<file path="src/rtl/spi_driver_pkg.sv">
// rtl/spi_driver_pkg.sv - state encoding, opcodes and frame lengths for spi_driver
package spi_driver_pkg;

    typedef enum logic [3:0] {
        ST_IDLE        = 4'd0,
        ST_LOAD        = 4'd1,
        ST_EN_SETUP    = 4'd2,
        ST_SHIFT_ADDR  = 4'd3,
        ST_SHIFT_WDATA = 4'd4,
        ST_SHIFT_RDATA = 4'd5,
        ST_EN_HOLD     = 4'd6,
        ST_DONE        = 4'd7
    } spi_state_e;

    localparam logic [1:0] OP_WRITE = 2'b01;
    localparam logic [1:0] OP_READ  = 2'b10;

    localparam int ADDR_BITS  = 8;
    localparam int FRAME_BITS = 16;

    // Bit counter values on the falling edge that ends each phase
    localparam logic [3:0] ADDR_LAST  = 4'(ADDR_BITS - 1);
    localparam logic [3:0] FRAME_LAST = 4'(FRAME_BITS - 1);

endpackage

</file>
<file path="src/rtl/spi_clk_gen.sv">
// rtl/spi_clk_gen.sv - SPI clock line and half-period edge pulses from CLK_DIV
module spi_clk_gen #(
    parameter int CLK_DIV = 2
) (
    input  logic clk,
    input  logic rst_n,
    input  logic run,
    input  logic sclk_en,
    output logic sclk,
    output logic tick,
    output logic rise,
    output logic fall
);

    logic [7:0] cnt;

    // tick marks the last clk of a half-period; rise/fall say which edge it produces
    assign tick = run && (cnt == 8'(CLK_DIV - 1));
    assign rise = tick && sclk_en && !sclk;
    assign fall = tick && sclk_en && sclk;

    always_ff @(posedge clk or negedge rst_n) begin
        if (!rst_n) begin
            cnt  <= 8'd0;
            sclk <= 1'b0;
        end else if (!run) begin
            cnt  <= 8'd0;
            sclk <= 1'b0;
        end else begin
            cnt <= tick ? 8'd0 : cnt + 8'd1;
            if (rise || fall) begin
                sclk <= ~sclk;
            end
        end
    end

endmodule

</file>
<file path="src/rtl/spi_driver.sv">
// rtl/spi_driver.sv - SPI master frame driver; SPI_DRIVER_LOOPBACK_EN samples MOSI instead of MISO
module spi_driver
    import spi_driver_pkg::*;
#(
    parameter int CLK_DIV = 2
) (
    input  logic       clk,
    input  logic       rst_n,
    input  logic       command_read,
    input  logic [1:0] Spi_rw,
    input  logic       tx_read,
    input  logic [7:0] Spi_tx_reg,
    input  logic       rx_read,
    output logic [7:0] Spi_rx_reg,
    output logic       busy,
    output logic [3:0] cur_state,
    input  logic       SPI_MISO,
    output logic       SPI_MOSI,
    output logic       SPI_CLK_LINE,
    output logic       SPI_EN
);

    localparam logic [3:0] IDLE        = ST_IDLE;
    localparam logic [3:0] LOAD        = ST_LOAD;
    localparam logic [3:0] EN_SETUP    = ST_EN_SETUP;
    localparam logic [3:0] SHIFT_ADDR  = ST_SHIFT_ADDR;
    localparam logic [3:0] SHIFT_WDATA = ST_SHIFT_WDATA;
    localparam logic [3:0] SHIFT_RDATA = ST_SHIFT_RDATA;
    localparam logic [3:0] EN_HOLD     = ST_EN_HOLD;
    localparam logic [3:0] DONE        = ST_DONE;

    logic [3:0] state;
    logic       is_read;
    logic [7:0] fifo_mem [2];
    logic       rd_ptr;
    logic       wr_ptr;
    logic [1:0] fifo_cnt;
    logic [7:0] head;
    logic [7:0] second;
    logic [7:0] tx_sh;
    logic [7:0] rx_sh;
    logic [3:0] bit_cnt;
    logic       run;
    logic       sclk_en;
    logic       tick;
    logic       rise;
    logic       fall;
    logic       push;
    logic       pop;
    logic       miso_src;

`ifdef SPI_DRIVER_LOOPBACK_EN
    assign miso_src = SPI_MOSI;
`else
    assign miso_src = SPI_MISO;
`endif

    assign busy      = (state != IDLE);
    assign cur_state = state;
    assign run       = (state >= EN_SETUP) && (state <= EN_HOLD);
    assign sclk_en   = (state >= EN_SETUP) && (state <= SHIFT_RDATA);
    assign head      = fifo_mem[rd_ptr];
    assign second    = fifo_mem[~rd_ptr];
    assign push      = tx_read && (fifo_cnt != 2'd2);
    // Entries stay in the FIFO until the phase that shifts them has finished
    assign pop       = fall && (((state == SHIFT_ADDR) && (bit_cnt == ADDR_LAST)) ||
                                ((state == SHIFT_WDATA) && (bit_cnt == FRAME_LAST)));

    spi_clk_gen #(
        .CLK_DIV (CLK_DIV)
    ) u_clk_gen (
        .clk     (clk),
        .rst_n   (rst_n),
        .run     (run),
        .sclk_en (sclk_en),
        .sclk    (SPI_CLK_LINE),
        .tick    (tick),
        .rise    (rise),
        .fall    (fall)
    );

    always_ff @(posedge clk) begin
        if (push) begin
            fifo_mem[wr_ptr] <= Spi_tx_reg;
        end
    end

    always_ff @(posedge clk or negedge rst_n) begin
        if (!rst_n) begin
            rd_ptr   <= 1'b0;
            wr_ptr   <= 1'b0;
            fifo_cnt <= 2'd0;
        end else begin
            if (push) begin
                wr_ptr <= ~wr_ptr;
            end
            if (pop) begin
                rd_ptr <= ~rd_ptr;
            end
            fifo_cnt <= fifo_cnt + {1'b0, push} - {1'b0, pop};
        end
    end

    always_ff @(posedge clk or negedge rst_n) begin
        if (!rst_n) begin
            state      <= IDLE;
            is_read    <= 1'b0;
            SPI_EN     <= 1'b0;
            SPI_MOSI   <= 1'b0;
            tx_sh      <= 8'h00;
            rx_sh      <= 8'h00;
            bit_cnt    <= 4'd0;
            Spi_rx_reg <= 8'h00;
        end else begin
            if (rx_read) begin
                Spi_rx_reg <= 8'h00;
            end
            case (state)
                IDLE: begin
                    if (command_read && ((Spi_rw == OP_WRITE) || (Spi_rw == OP_READ))) begin
                        is_read <= (Spi_rw == OP_READ);
                        state   <= LOAD;
                    end
                end
                LOAD: begin
                    if (fifo_cnt >= (is_read ? 2'd1 : 2'd2)) begin
                        state    <= EN_SETUP;
                        SPI_EN   <= 1'b1;
                        SPI_MOSI <= head[7];
                        tx_sh    <= {head[6:0], 1'b0};
                        bit_cnt  <= 4'd0;
                    end
                end
                EN_SETUP: begin
                    if (rise) begin
                        state <= SHIFT_ADDR;
                    end
                end
                SHIFT_ADDR, SHIFT_WDATA, SHIFT_RDATA: begin
                    if (rise && (state == SHIFT_RDATA)) begin
                        rx_sh <= {rx_sh[6:0], miso_src};
                    end
                    if (fall) begin
                        bit_cnt  <= bit_cnt + 4'd1;
                        SPI_MOSI <= tx_sh[7];
                        tx_sh    <= {tx_sh[6:0], 1'b0};
                        if ((state == SHIFT_ADDR) && (bit_cnt == ADDR_LAST)) begin
                            if (is_read) begin
                                state    <= SHIFT_RDATA;
                                SPI_MOSI <= 1'b0;
                                tx_sh    <= 8'h00;
                            end else begin
                                state    <= SHIFT_WDATA;
                                SPI_MOSI <= second[7];
                                tx_sh    <= {second[6:0], 1'b0};
                            end
                        end else if (bit_cnt == FRAME_LAST) begin
                            state    <= EN_HOLD;
                            SPI_MOSI <= 1'b0;
                        end
                    end
                end
                EN_HOLD: begin
                    if (tick) begin
                        SPI_EN <= 1'b0;
                        state  <= DONE;
                    end
                end
                DONE: begin
                    // Placed after the rx_read clear so a completing read wins
                    if (is_read) begin
                        Spi_rx_reg <= rx_sh;
                    end
                    state <= IDLE;
                end
                default: state <= IDLE;
            endcase
        end
    end

endmodule

</file>
<file path="config.mk">
export PLATFORM = sky130hd
export DESIGN_NAME = spi_driver
export DESIGN_NICKNAME = d
export VERILOG_FILES = /design/src/rtl/spi_driver_pkg.sv /design/src/rtl/spi_clk_gen.sv /design/src/rtl/spi_driver.sv
export SDC_FILE = /design/constraint.sdc
export NUM_CORES = 1
export LEC_CHECK = 0
export BUFFER_PORTS_ARGS = -buffer_cell sky130_fd_sc_hd__buf_4
export CAP_MARGIN = 20
export CORE_ASPECT_RATIO = 1.75
export CORE_MARGIN = 4
export CORE_UTILIZATION = 58
export CTS_CLUSTER_SIZE = 12
export DETAILED_ROUTE_END_ITERATION = 8
export PLACE_DENSITY = 0.79
export SETUP_SLACK_MARGIN = 0.2
export SLEW_MARGIN = 20
export SYNTH_ARGS = -nofsm -noshare
export SYNTH_HDL_FRONTEND = slang
export SYNTH_SLANG_ARGS = --single-unit
</file>
<file path="constraint.sdc">
create_clock -name clk -period 2.9 [get_ports clk]
set_input_delay 0.29 -clock clk [delete_from_list [all_inputs] [get_ports clk]]
set_output_delay 0.29 -clock clk [all_outputs]
set_load 0.01 [all_outputs]
</file>
# ---- Word-level counts from Yosys, hierarchy flattened
# Memory sizes are Yosys's and may differ from the RTL's.
# Index checks and enable logic that the tools add are counted.
dict set report totals {
  reg_bits 48
  latch_bits 0
  ram_bits 16
  rom_bits 0
  out_inout_bits 16
  mem_count 1
}
dict set report classes {
  add_sub_neg 4
  multipliers 0
  n_div 0
  magnitude_cmp 4
  n_eq_ne 20
  shifts 0
  muxes 36
  n_bitwise 3
  reduce_logical 26
}
# name words word_bits read_ports rd_ports_with_merged_regs wr line_no
set mem_list {}
lappend mem_list {fifo_mem 2 8 2 0 1 spi_driver.sv:34} ;# logic [7:0] fifo_mem [2];
# cell count
set ops {}
lappend ops {{two-way mux 8 bit} 9}
lappend ops {{two-way mux 4 bit} 9}
lappend ops {{equality test 4 x 3 -> 1 bit, second input constant} 5}
lappend ops {{one-hot mux 4 bit (5 select lines)} 1}
lappend ops {{one-hot mux 8 bit (2 select lines)} 1}
lappend ops {{logical AND 1 bit} 12}
lappend ops {{two-way mux 1 bit} 12}
lappend ops {{inequality test 2 bit, second input constant} 6}
lappend ops {{adder 8 x 1 -> 8 bit, second input constant} 1}
lappend ops {{equality test 4 x 2 -> 1 bit, second input constant} 2}
lappend ops {{equality test 8 x 1 -> 1 bit, second input constant} 1}
lappend ops {{less-or-equal comparator 4 x 3 -> 1 bit, second input constant} 2}
lappend ops {{one-hot mux 4 bit (2 select lines)} 1}
lappend ops {{AND reduction 3 bit} 2}
lappend ops {{AND reduction 6 bit} 1}
lappend ops {{adder 4 x 1 -> 4 bit, second input constant} 1}
lappend ops {{equality test 4 x 1 -> 1 bit, second input constant} 1}
lappend ops {{equality test 4 bit, second input constant} 1}
lappend ops {{>= comparator 4 x 2 -> 1 bit, second input constant} 1}
lappend ops {{logical NOT 4 bit} 1}
lappend ops {{one-hot mux 1 bit (2 select lines)} 2}
lappend ops {{AND reduction 2 bit} 2}
lappend ops {{nonzero test 2 bit} 2}
lappend ops {{nonzero test 4 bit} 1}
lappend ops {{12 further kinds} 16}

# ---- Longest topological paths before layout
# Gate-level depths: netlist of the first run.
dict set report logic_depth {
  word_depth 8
  depth_mapped 10
  ltp_nobuf 10
}

# ---- Hierarchy
# Synthesis of the first run repeated with hierarchy kept, for this count alone.
dict set report hier_totals {
  cells_unflattened 277
  area_unflattened_um2 3119.2
}
# module n_inst cells_each area_per_inst_um2 seq_area_each_um2
set by_module_without_submodules {}
lappend by_module_without_submodules {spi_driver 1 229 2642.5 1406.3}
lappend by_module_without_submodules {spi_clk_gen 1 48 476.7 225.2}

# ---- Worst setup path after synthesis of the first run
# Ideal clock, no wire load.
dict set report synth_timing {
  path_type {register to register}
  startpoint {register u_clk_gen.cnt[1]}
  endpoint {register fifo_cnt[1]}
  setup_time_ns 0.080
  arrival_time_ns 2.059
  setup_slack_ns 0.762
  stages_incl_launch_ff 11
  path_cell_list {dfrtp_1 inv_1 ha_1 nor4b_4 nand2_1 nor4_1 ha_1 inv_1 ha_1 xnor2_1 xnor2_1}
}
dict set report synth_between {
  elab_chain_len 6
}
# item line_no
set synth_lines {}
lappend synth_lines {{start: declaration} spi_clk_gen.sv:15} ;# logic [7:0] cnt;
lappend synth_lines {{start signal: assignment} spi_clk_gen.sv:30} ;# cnt <= tick ? 8'd0 : cnt + 8'd1;
lappend synth_lines {{equality test 8 x 1 -> 1 bit} spi_clk_gen.sv:18} ;# assign tick = run && (cnt == 8'(CLK_DIV - 1));
lappend synth_lines {{logical AND 1 bit} spi_clk_gen.sv:18}
lappend synth_lines {{logical AND 1 bit (2 in a row)} spi_clk_gen.sv:20} ;# assign fall = tick && sclk_en && sclk;
lappend synth_lines {{logical AND 1 bit} spi_driver.sv:66} ;# assign pop = fall && (((state == SHIFT_ADDR) && (bit_cnt == ADDR_LAST)) ||
lappend synth_lines {{net pop} spi_driver.sv:49} ;# logic pop;
lappend synth_lines {{subtractor 2 x 1 -> 2 bit} spi_driver.sv:100} ;# fifo_cnt <= fifo_cnt + {1'b0, push} - {1'b0, pop};
lappend synth_lines {{end signal: assignment} spi_driver.sv:100}
lappend synth_lines {{end: declaration} spi_driver.sv:37} ;# logic [1:0] fifo_cnt;
# The timed path passes the listed nets, and every way through them passes these cells.
# A chain may end at the register's enable or synchronous reset.

# ---- Worst setup path after layout of the first run
# Ends and elaborated chain as after synthesis.

==> out/results.ini, run 1 <==
[sta]
fin_worst_skew_ns=0.00872
maxSlewHeadroom_pct=46.2
setup_violations=0
fin_tns_setup_ns=0
clock.fmax_ghz=0.410
rsz0062_at_grt=false
hold_ws_ns=0.131
period_share_pct=84.1
layout_setup_ws_ns=0.460
drv_slew=0
finalCriticalPeriod_ns=2.44
final_hold_viol_count=0
tightest_slew_ns=0.804

[layout]
area_growth_pct=17.2
antenna-diode-count=0
final_nets=329
largest_reg_flops=16
nFillCells=374
regMostFlops=fifo_mem
layout-drive-gt1-share_pct=22.3
final_cells=364

[logic_synthesis]
synth_commonest_cells=dfrtp_1, nor2_1, nand2_1
yosys.area.top_type=dfrtp_1
synth_flop_cell=dfrtp_1
synth-seq-area-share_pct=53.4
syn_area_per_cell_um2=11.2
synth_seq_cells=62
async_flop_share_pct=74.2
synth.distinct_cells=55
synth.top_cell.area_share_pct=37.7
synth_fp_nets=297
netlist_instances=273
yosysWarnings=0
synthTopCellsByArea=dfrtp_1, edfxtp_1, mux2_4
synth-edff-count=16
yosysMostFrequentCell=dfrtp_1
syn_area_mm2=0.00305

[die]
die_y_um=104
row_count=34
dieArea_mm2=0.00654
io_pins=32
initial_utilization_pct=60.8
coreArea_mm2=0.00502
fp.dieW_um=62.9

[critical_path]
cp-start-kind=register
critPathKind=register to register
critical_path.top_delay_family=simple AND/OR/NAND/NOR gates
path_common_cell=ha_1
cp_slowest_cell=nor4_1
path_cells=inv_1, ha_1, nor4b_4, nand2_1, nor4_1, ha_1, inv_1, ha_1, xnor2_1, xnor2_1
cp.required_ns=3.16
cp_slowest_stage_delay_ns=0.47
cp.arrival_ns=2.70
crit_path_end_kind=register
crit_buf_inv=2
path_max_fanout=5

[global_routing]
grt_pass1_vias=2286
grt_use_total_pct=20.6
grt_overflow=0
antenna_found_initial=0
grt_max_degree=47
grt_pass1_wl_mm=10.4

[route]
drtIter0Drc=114
drc=0
vias=2252
vias_per_cell=6.19
wl_per_cell_um=16.9
drtAntennaViolNets=0
drt_wl_total_mm=6.14
drt_first_pass_iters=4

[clock_tree]
clock-sinks=62
cts_resized=0
cts_tree=yes
cts_max_path_buffers=2
path_clk_slew_ns=0.07
htree_num_levels=3
clock_latency_ns=0.34
numCtsBuffers=9
cts_root_buffer=clkbuf_8

[pwr]
power.density_mw_per_mm2=945
vdd.ir_drop.worst_mv=0.574
power_leakage_uw=0.00157

[placed_design]
dp_cells=347
gp_congestion=0.866
hpwl_mm=4.36
portBuffers=30
pre_cts_ws_ns=0.447

[worst_hold_path]
hp-class=primary input to register

[job]
drv_cap=0

[run_status]
status=finished clean

[per-stage QoR]
stage | util (%) | total power, uW | instance area (um2)
finish | 71.3 | 3380 | 3580
global route | 71.3 | 3600 | 3580
CTS | 71.3 | 3410 | 3580
detailed placement | 65.8 | 2370 | 3300
global placement | 65.8 | 2330 | 3300
floorplan | - | 2080 | 3050
[final timing paths]
path / start / to / slack [ns] / cells past startpoint
worst min register to register: tx_sh[1]$_DFFE_PN0P_ / tx_sh[1]$_DFFE_PN0P_ / 0.50 / 1
worst max-delay path: u_clk_gen.cnt[1]$_DFF_PN0_ / fifo_cnt[1]$_DFF_PN0_ / 0.46 / 10
worst max register to register: u_clk_gen.cnt[1]$_DFF_PN0_ / fifo_cnt[1]$_DFF_PN0_ / 0.46 / 10
min in group asynchronous: rst_n / rx_sh[0]$_DFFE_PN0P_ / 0.49 / 2
max in group asynchronous: rst_n / u_clk_gen.cnt[7]$_DFF_PN0_ / 2.01 / 2
worst min-delay path: Spi_tx_reg[4] / fifo_mem[0][4]$_DFFE_PP_ / 0.13 / 1
[cell families (layout without fill, tap and decap cells)]
logic type,Yosys count,in the layout,share of synthesized area [%]
flops,62,62,53.4
compound gates,65,65,14.9
buf+inv,24,61,3.73
simple gates,86,86,14.7
mux,14,14,6.06
xor+xnor,13,13,3.73
fa+ha+maj,8,8,3.28
other cells,1,1,0.123
[layer usage]
metal	vias to the layer above	track usage [%]	share of wire [%]
li1	1063	-	-
met1	1102	20.7	37
met2	72	38.0	56
met3	15	5.41	4.4
met4	0	10.9	2.5
met5	-	0	0
[cell usage in the layout (no fill, tap or decap), types with 3 or more instances in the layout]
| cell | Yosys | layout |
|---|---|---|
| a211oi_1 | 3 | 3 |
| a21oi_1 | 14 | 14 |
| a221oi_1 | 12 | 12 |
| a2bb2oi_1 | 5 | 5 |
| buf_4 | 1 | 34 |
| bufinv_16 | 0 | 4 |
| clkbuf_8 | 0 | 10 |
| dfrtp_1 | 46 | 46 |
| edfxtp_1 | 16 | 16 |
| ha_1 | 8 | 8 |
| inv_1 | 10 | 10 |
| mux2_2 | 4 | 4 |
| mux2_4 | 8 | 8 |
| nand2_1 | 19 | 19 |
| nand2b_1 | 11 | 11 |
| nand3_1 | 7 | 7 |
| nor2_1 | 23 | 23 |
| nor2b_1 | 3 | 3 |
| nor3_1 | 7 | 7 |
| o21ai_0 | 12 | 12 |
| xnor2_1 | 10 | 10 |
| xor2_1 | 3 | 3 |
[power breakdown]
| part | leakage (uW) | internal, uW | switching (uW) |
|---|---|---|---|
| combinational | 0.000691 | 468 | 547 |
| sequential | 0.000747 | 1130 | 223 |
| clock | 0.000132 | 680 | 336 |
[area by class of cell]
| cell class | count | area, um2 | share of cell area (%) |
|---|---|---|---|
| clock buffers | 10 | 138 | 3.84 |
| flip-flops and latches | 62 | 1630 | 45.6 |
| multi-input cells | 187 | 1310 | 36.5 |
| clock inverters | 6 | 133 | 3.70 |
| well taps | 54 | 67.6 | 1.89 |
| repair buffers | 35 | 265 | 7.41 |
| inverters | 10 | 37.5 | 1.05 |
[what timing repair did]
item,CTS,global route
setup buffers,0,0
hold buffers,1,0
endpoints found under the hold margin,46,0
Power figures use the tool's default switching activity.
==> inputs of run 2 (changes only) <==
--- a/config.mk
+++ b/config.mk
@@ -5,14 +5,15 @@
 export SDC_FILE = /design/constraint.sdc
 export NUM_CORES = 1
 export LEC_CHECK = 0
+export ABC_AREA = 1
 export BUFFER_PORTS_ARGS = -buffer_cell sky130_fd_sc_hd__buf_4
 export CAP_MARGIN = 20
 export CORE_ASPECT_RATIO = 1.75
 export CORE_MARGIN = 4
-export CORE_UTILIZATION = 58
+export CORE_UTILIZATION = 59
 export CTS_CLUSTER_SIZE = 12
 export DETAILED_ROUTE_END_ITERATION = 8
-export PLACE_DENSITY = 0.79
+export PLACE_DENSITY = 0.8
 export SETUP_SLACK_MARGIN = 0.2
 export SLEW_MARGIN = 20
 export SYNTH_ARGS = -nofsm -noshare
==> constraint.sdc (replaced) <==
create_clock -name clk -period 2.55 [get_ports clk]
set_input_delay 0.255 -clock clk [delete_from_list [all_inputs] [get_ports clk]]
set_output_delay 0.255 -clock clk [all_outputs]
set_load 0.01 [all_outputs]
==> run 2 against run 1 <==
Global-route usage is 1.1 points lower; sequential share of layout area is 0.19 points lower; final area is 0.42% higher; sequential cell count stayed put; count of clock-buffer cells in the layout is 1 lower; synthesized area is 3.2% higher; sequential power is 10% higher; fmax is 28% higher.
==> out/results.ini, run 2 <==
[clock_tree]
clock_latency_ns=0.34  ; about the same
clock-sinks=62  ; unchanged
numCtsBuffers=9  ; unchanged
cts_max_path_buffers=2  ; unchanged
path_clk_slew_ns=0.07  ; about the same
cts_tree=yes
cts_root_buffer=clkbuf_8
htree_num_levels=3  ; unchanged

[layout]
seq_area_mm2=0.00163  ; unchanged
nFillCells=430  ; +15%
post-route-util_pct=69.0  ; -2.3 points
area_growth_pct=14.1
final_cells=462  ; +27%
final_common_cell=nand2_1
regMostFlops=fifo_mem
final_cell_mix=nand2_1, inv_1, dfrtp_1
final_nets=426  ; +29%
multi_input_area_mm2=0.00126  ; -3.5%
layout-drive-gt1-share_pct=17.2  ; -5.1 points
final_cell_area_mm2=0.00360  ; +0.42%
antenna-diode-count=0  ; unchanged
largest_reg_flops=16  ; unchanged

[die]
row_count=35  ; +2.9%
die_y_um=105  ; +0.67%
fp.dieW_um=63.3  ; +0.63%
initial_utilization_pct=60.5  ; -0.36 points
dieArea_mm2=0.00662  ; +1.3%
coreArea_mm2=0.00521  ; +3.8%
io_pins=32  ; unchanged

[sta]
fin_tns_setup_ns=0  ; unchanged
fin_worst_skew_ns=0.00616  ; -0.00256 ns
maxSlewHeadroom_pct=53.5  ; +7.3 points
setup_violations=0  ; unchanged
final_hold_viol_count=0  ; unchanged
rsz0062_at_grt=false
period_share_pct=74.9  ; -9.2 points
hold_ws_ns=0.0940  ; -0.0370 ns
clock.fmax_ghz=0.523  ; +28%
tightest_slew_ns=0.696  ; -0.109 ns
finalCriticalPeriod_ns=1.91  ; -0.529 ns
drv_slew=0  ; unchanged

[run_status]
status=finished clean

[logic_synthesis]
async_flop_share_pct=74.2  ; unchanged
synth_seq_cells=62  ; unchanged
synth-seq-area-share_pct=51.8  ; -1.7 points
netlist_instances=368  ; +35%
syn_area_mm2=0.00315  ; +3.2%
synth-edff-count=16  ; unchanged
synthTopCellsByArea=dfrtp_1, edfxtp_1, nand2_1
synth.top_cell.area_share_pct=36.5  ; -1.2 points
synth_flop_cell=dfrtp_1
synth_commonest_cells=nand2_1, inv_1, dfrtp_1
yosysWarnings=0  ; unchanged
yosys.area.top_type=dfrtp_1
synth.distinct_cells=30  ; -45%
yosysMostFrequentCell=nand2_1
synth_fp_nets=392  ; +32%
syn_area_per_cell_um2=8.56  ; -23%

[global_routing]
grt_use_total_pct=19.5  ; -1.1 points
grt_pass1_vias=2289  ; +0.13%
grt_pass1_wl_mm=10.2  ; -2.2%
grt_overflow=0  ; unchanged
grt_max_degree=47  ; unchanged
antenna_found_initial=0  ; unchanged

[route]
vias=2388  ; +6.0%
drt_wl_total_mm=5.97  ; -2.7%
vias_per_cell=5.17  ; -16%
drc=0  ; unchanged
wl_per_cell_um=12.9  ; -23%
drtIter0Drc=123  ; +7.9%
drt_first_pass_iters=4  ; unchanged
drtAntennaViolNets=0  ; unchanged

[critical_path]
path_common_cell=ha_1
critPathLaunch=bit_cnt[0]$_DFFE_PN0P_
path_cells=ha_1, nand2_1, nor2_1, nand2_2, a21oi_4, ha_1, inv_1, ha_1, xnor2_1
cp.arrival_ns=2.14  ; -0.56 ns
crit_path_end_kind=register
cp-start-kind=register
path_max_fanout=18  ; +13
r2r_end=fifo_cnt[1]$_DFF_PN0_
rrSetupSlack_ns=0.64  ; +0.18 ns
worstReg2RegStart=bit_cnt[0]$_DFFE_PN0P_
cp.required_ns=2.78  ; -0.38 ns
cp_slowest_stage_delay_ns=0.42  ; -0.05 ns
rr_worst_depth=9  ; -1
cp_slowest_cell=dfrtp_1
critPathKind=register to register

[worst_hold_path]
worstHoldStart=Spi_tx_reg[6]
hp-class=primary input to register
hold_end=fifo_mem[1][6]$_DFFE_PP_
min_path_cells=1  ; unchanged

[placed_design]
portBuffers=30  ; unchanged
dp_cells=445  ; +28%
placed_area_mm2=0.00339  ; +2.6%
hpwl_mm=4.36  ; -0.13%
gp_congestion=0.793  ; -8.4%

[pwr]
vdd.ir_drop.worst_mv=0.544  ; -5.2%
power.density_mw_per_mm2=1030  ; +8.7%
power_leakage_uw=0.00173  ; +10%

[job]
drv_cap=0  ; unchanged

-- run 2: kinds of logic after synthesis --
logic type               Yosys count  share of synthesized area, %
AND/OR/NAND/NOR                  173                          23.6
buffers and inverters             59                          8.18
other                              1                         0.119
AO/OA/AOI/OAI                     56                          10.6
XOR/XNOR                           9                          2.50
adder cells (fa/ha/maj)            8                          3.18
flip-flops                        62                          51.8
-- run 2: layout make-up --
type	count	share of cell area [%]
clock buffers	9	3.44
clock inverters	7	2.09
inverters	49	5.11
multi-input cells	247	35.1
flip-flops and latches	62	45.4
well taps	55	1.91
repair buffers	33	6.96
-- run 2: power by group --
group	leakage (uW)	total, uW	switching (uW)	internal (uW)
combinational	0.000891	1340	856	488
sequential	0.000751	1490	211	1280
clock	0.0000931	854	402	452
-- run 2: timing repair --
item / in CTS / in global routing
gates resized for setup: 0 / 0
hold buffers: 1 / 0
hold endpoints to repair: 46 / 0
buffers inserted: 0 / 0
-- run 2: layer usage --
metal	global-route usage [%]	wire, um	part of all wire (%)	vias to the layer above
li1	-	-	-	1250
met1	23.9	2580	43	1071
met2	31.9	3010	50	53
met3	5.27	231	3.9	14
met4	8.81	147	2.5	0
met5	0	0	0	-
-- run 2: critical path, delay by kind of cell (launching register included) --
family / cells / cell delay [ns]
adders and majority gates: 3 / 0.69
and+or+nand+nor: 3 / 0.44
DFF: 1 / 0.42
xor gates and xnor gates: 1 / 0.12
AOI/OAI and AO/OA: 1 / 0.10
buffers and inverters: 1 / 0.04
-- run 2: how the worst max path moves through the flow --
stage / endpoint / slack [ns]
3_5_place_dp: fifo_cnt[1]$_DFF_PN0_ / 0.63
5_1_grt: SPI_MOSI$_DFFE_PN0P_ / 0.48
3_3_place_gp: fifo_cnt[1]$_DFF_PN0_ / 0.68
4_1_cts: fifo_cnt[1]$_DFF_PN0_ / 0.63
2_1_floorplan: fifo_cnt[1]$_DFF_PN0_ / 0.76
6_report: fifo_cnt[1]$_DFF_PN0_ / 0.64
-- run 2: stage by stage --
stage | power, uW | setup slack [ns]
6_report | 3690 | 0.640
5_1_grt | 3990 | 0.481
4_1_cts | 3720 | 0.632
3_5_place_dp | 2860 | 0.629
3_3_place_gp | 2810 | 0.683
2_1_floorplan | 2500 | 0.762
==> inputs of run 3 (changes only) <==
==> constraint.sdc (replaced) <==
create_clock -name clk -period 1.8 [get_ports clk]
set_input_delay 0.18 -clock clk [delete_from_list [all_inputs] [get_ports clk]]
set_output_delay 0.18 -clock clk [all_outputs]
set_load 0.01 [all_outputs]
==> run 3 against run 2 <==
Final area increased by 15%; wire length increased by 35%; via count increased by 13%; first-iteration DRC count increased by 46%; fmax increased by 8.1%; sequential share of layout area decreased by 5.7 points; clock power increased by 46%; combinational power increased by 140%; highest routed layer unchanged; sequential cell count unchanged.
==> out/results.ini, run 3 (synthesis gave the netlist of run 2 again) <==
[critical_path]
crit_buf_inv=1  ; unchanged
path_common_cell=ha_4
critPathKind=register to register
critical_path.top_delay_family=simple AND/OR/NAND/NOR gates
path_max_fanout=3  ; -15
cp.arrival_ns=2.03  ; -0.11 ns
cp_slowest_cell=dfrtp_1
cp.required_ns=2.06  ; -0.72 ns
cp_slowest_stage_delay_ns=0.41  ; about the same
path_cells=nor2_1, nand2_1, nor2_4, nand3_4, a21oi_4, ha_4, inv_4, ha_4, xnor2_1
cp-start-kind=register
crit_path_end_kind=register

[layout]
multi_input_area_mm2=0.00148  ; +17%
final_nets=458  ; +7.5%
post-route-util_pct=79.0  ; +10 points
antenna-diode-count=0  ; unchanged
area_growth_pct=30.7
largest_reg_flops=16  ; unchanged
regMostFlops=fifo_mem
nFillCells=308  ; -28%
layout-drive-gt1-share_pct=33.7  ; +17 points
final_common_cell=nand2_1
final_cell_mix=nand2_1, buf_4, dfrtp_1
seq_area_mm2=0.00164  ; +0.23%

[sta]
fin_tns_setup_ns=0  ; unchanged
final_hold_viol_count=0  ; unchanged
finalCriticalPeriod_ns=1.77  ; -0.143 ns
period_share_pct=98.2  ; +23 points
rsz0062_at_grt=true
tightest_slew_ns=0.587  ; -0.109 ns
fin_worst_skew_ns=0.0158  ; +0.00968 ns
setup_violations=0  ; unchanged
clock.fmax_ghz=0.566  ; +8.1%
hold_ws_ns=0.0274  ; -0.0666 ns
drv_slew=0  ; unchanged
maxSlewHeadroom_pct=60.9  ; +7.4 points
layout_setup_ws_ns=0.0326  ; -0.607 ns

[worst_hold_path]
hp-class=primary input to register

[die]
dieArea_mm2=0.00662  ; unchanged
row_count=35  ; unchanged
coreArea_mm2=0.00521  ; unchanged
die_y_um=105  ; unchanged
io_pins=32  ; unchanged
fp.dieW_um=63.3  ; unchanged
initial_utilization_pct=60.5  ; unchanged

[global_routing]
grt_max_degree=47  ; unchanged
grt_overflow=0  ; unchanged
antenna_found_initial=0  ; unchanged
grt_pass1_wl_mm=11.6  ; +14%
grt_pass1_vias=2572  ; +12%
grt_use_total_pct=22.4  ; +2.9 points

[clock_tree]
clock_latency_ns=0.34  ; about the same
cts_root_buffer=clkbuf_8
cts_tree=yes
htree_num_levels=3  ; unchanged
cts_max_path_buffers=2  ; unchanged
clock-sinks=62  ; unchanged
numCtsBuffers=9  ; unchanged
path_clk_slew_ns=0.09  ; +0.02 ns

[run_status]
status=finished clean

[pwr]
p_switching_uw=2760  ; +88%
power.density_mw_per_mm2=1590  ; +55%
p_clk_share_pct=19.0  ; -4.1 points
pwr-share-comb_pct=48.2  ; +12 points
power_frac_seq_pct=32.8  ; -7.6 points
swShare_pct=42.1  ; +2.3 points
power_leakage_uw=0.00193  ; +11%
p_int_uw=3800  ; +71%
total_power_uw=6560  ; +78%
vdd.ir_drop.worst_mv=1.31  ; +140%

[route]
drt_first_pass_iters=4  ; unchanged
vias_per_cell=5.49  ; +6.1%
wl_per_cell_um=16.4  ; +26%
drt_wl_total_mm=8.08  ; +35%
drc=0  ; unchanged
drtAntennaViolNets=0  ; unchanged
vias=2710  ; +13%
drtIter0Drc=180  ; +46%

[job]
drv_cap=0  ; unchanged

[placed_design]
gp_congestion=0.827  ; +4.3%
portBuffers=30  ; unchanged
hpwl_mm=4.78  ; +9.7%
pre_cts_ws_ns=0.00786  ; -0.621 ns

[run 3: area by class of cell]
cell class                 count  share of cell area, %
sequential                    62                   39.7
multi-input combinational    247                   36.0
timing repair buffer          63                   12.7
inverter                      49                   4.77
clock buffer                   9                   3.01
clock inverter                 7                   1.79
tap                           55                   1.67
timing repair inverter         2                  0.365
[run 3: path summary, 6_finish.rpt]
kind / to / slack [ns] / depth (start not counted) / from
max in group asynchronous: is_read$_DFFE_PN0P_ / 1.00 / 2 / rst_n
hold / removal: fifo_mem[1][3]$_DFFE_PP_ / 0.03 / 1 / Spi_tx_reg[3]
setup reg to reg: fifo_cnt[1]$_DFF_PN0_ / 0.03 / 9 / u_clk_gen.cnt[5]$_DFF_PN0_
setup / recovery: fifo_cnt[1]$_DFF_PN0_ / 0.03 / 9 / u_clk_gen.cnt[5]$_DFF_PN0_
hold reg to reg: rx_sh[0]$_DFFE_PN0P_ / 0.49 / 2 / rx_sh[0]$_DFFE_PN0P_
min in group asynchronous: bit_cnt[2]$_DFFE_PN0P_ / 0.38 / 2 / rst_n
[run 3: power by group through the flow]
stage | registers, uW | logic, uW | clock network [uW]
floorplan | 2070 | 1480 | 0
CTS | 2080 | 2450 | 1220
detailed placement | 2110 | 2080 | 0
finish | 2150 | 3160 | 1250
global placement | 2090 | 2020 | 0
global route | 2190 | 3440 | 1310
[run 3: timing repair]
| item | CTS | global route |
|---|---|---|
| endpoints found under the setup margin | 19 | 37 |
| pin swaps | 4 | 20 |
| endpoints found under the hold margin | 46 | 0 |
| buffers inserted | 11 | 8 |
| cloned | 1 | 3 |
| resized for setup | 21 | 49 |
| hold buffers | 1 | 0 |
[run 3: through the flow]
stage               instances  instance area [um2]
global route              494                 4120
global placement          454                 3470
detailed placement        454                 3470
finish                    494                 4120
floorplan                 368                 3160
CTS                       483                 3850
[run 3: routing by layer]
layer / track usage (%) / vias up / part of all wire (%)
met1: 23.5 / 1305 / 36
met3: 3.55 / 24 / 3.4
met4: 11.0 / 0 / 2.9
li1: - / 1313 / -
met2: 42.1 / 68 / 57
met5: 0 / - / 0
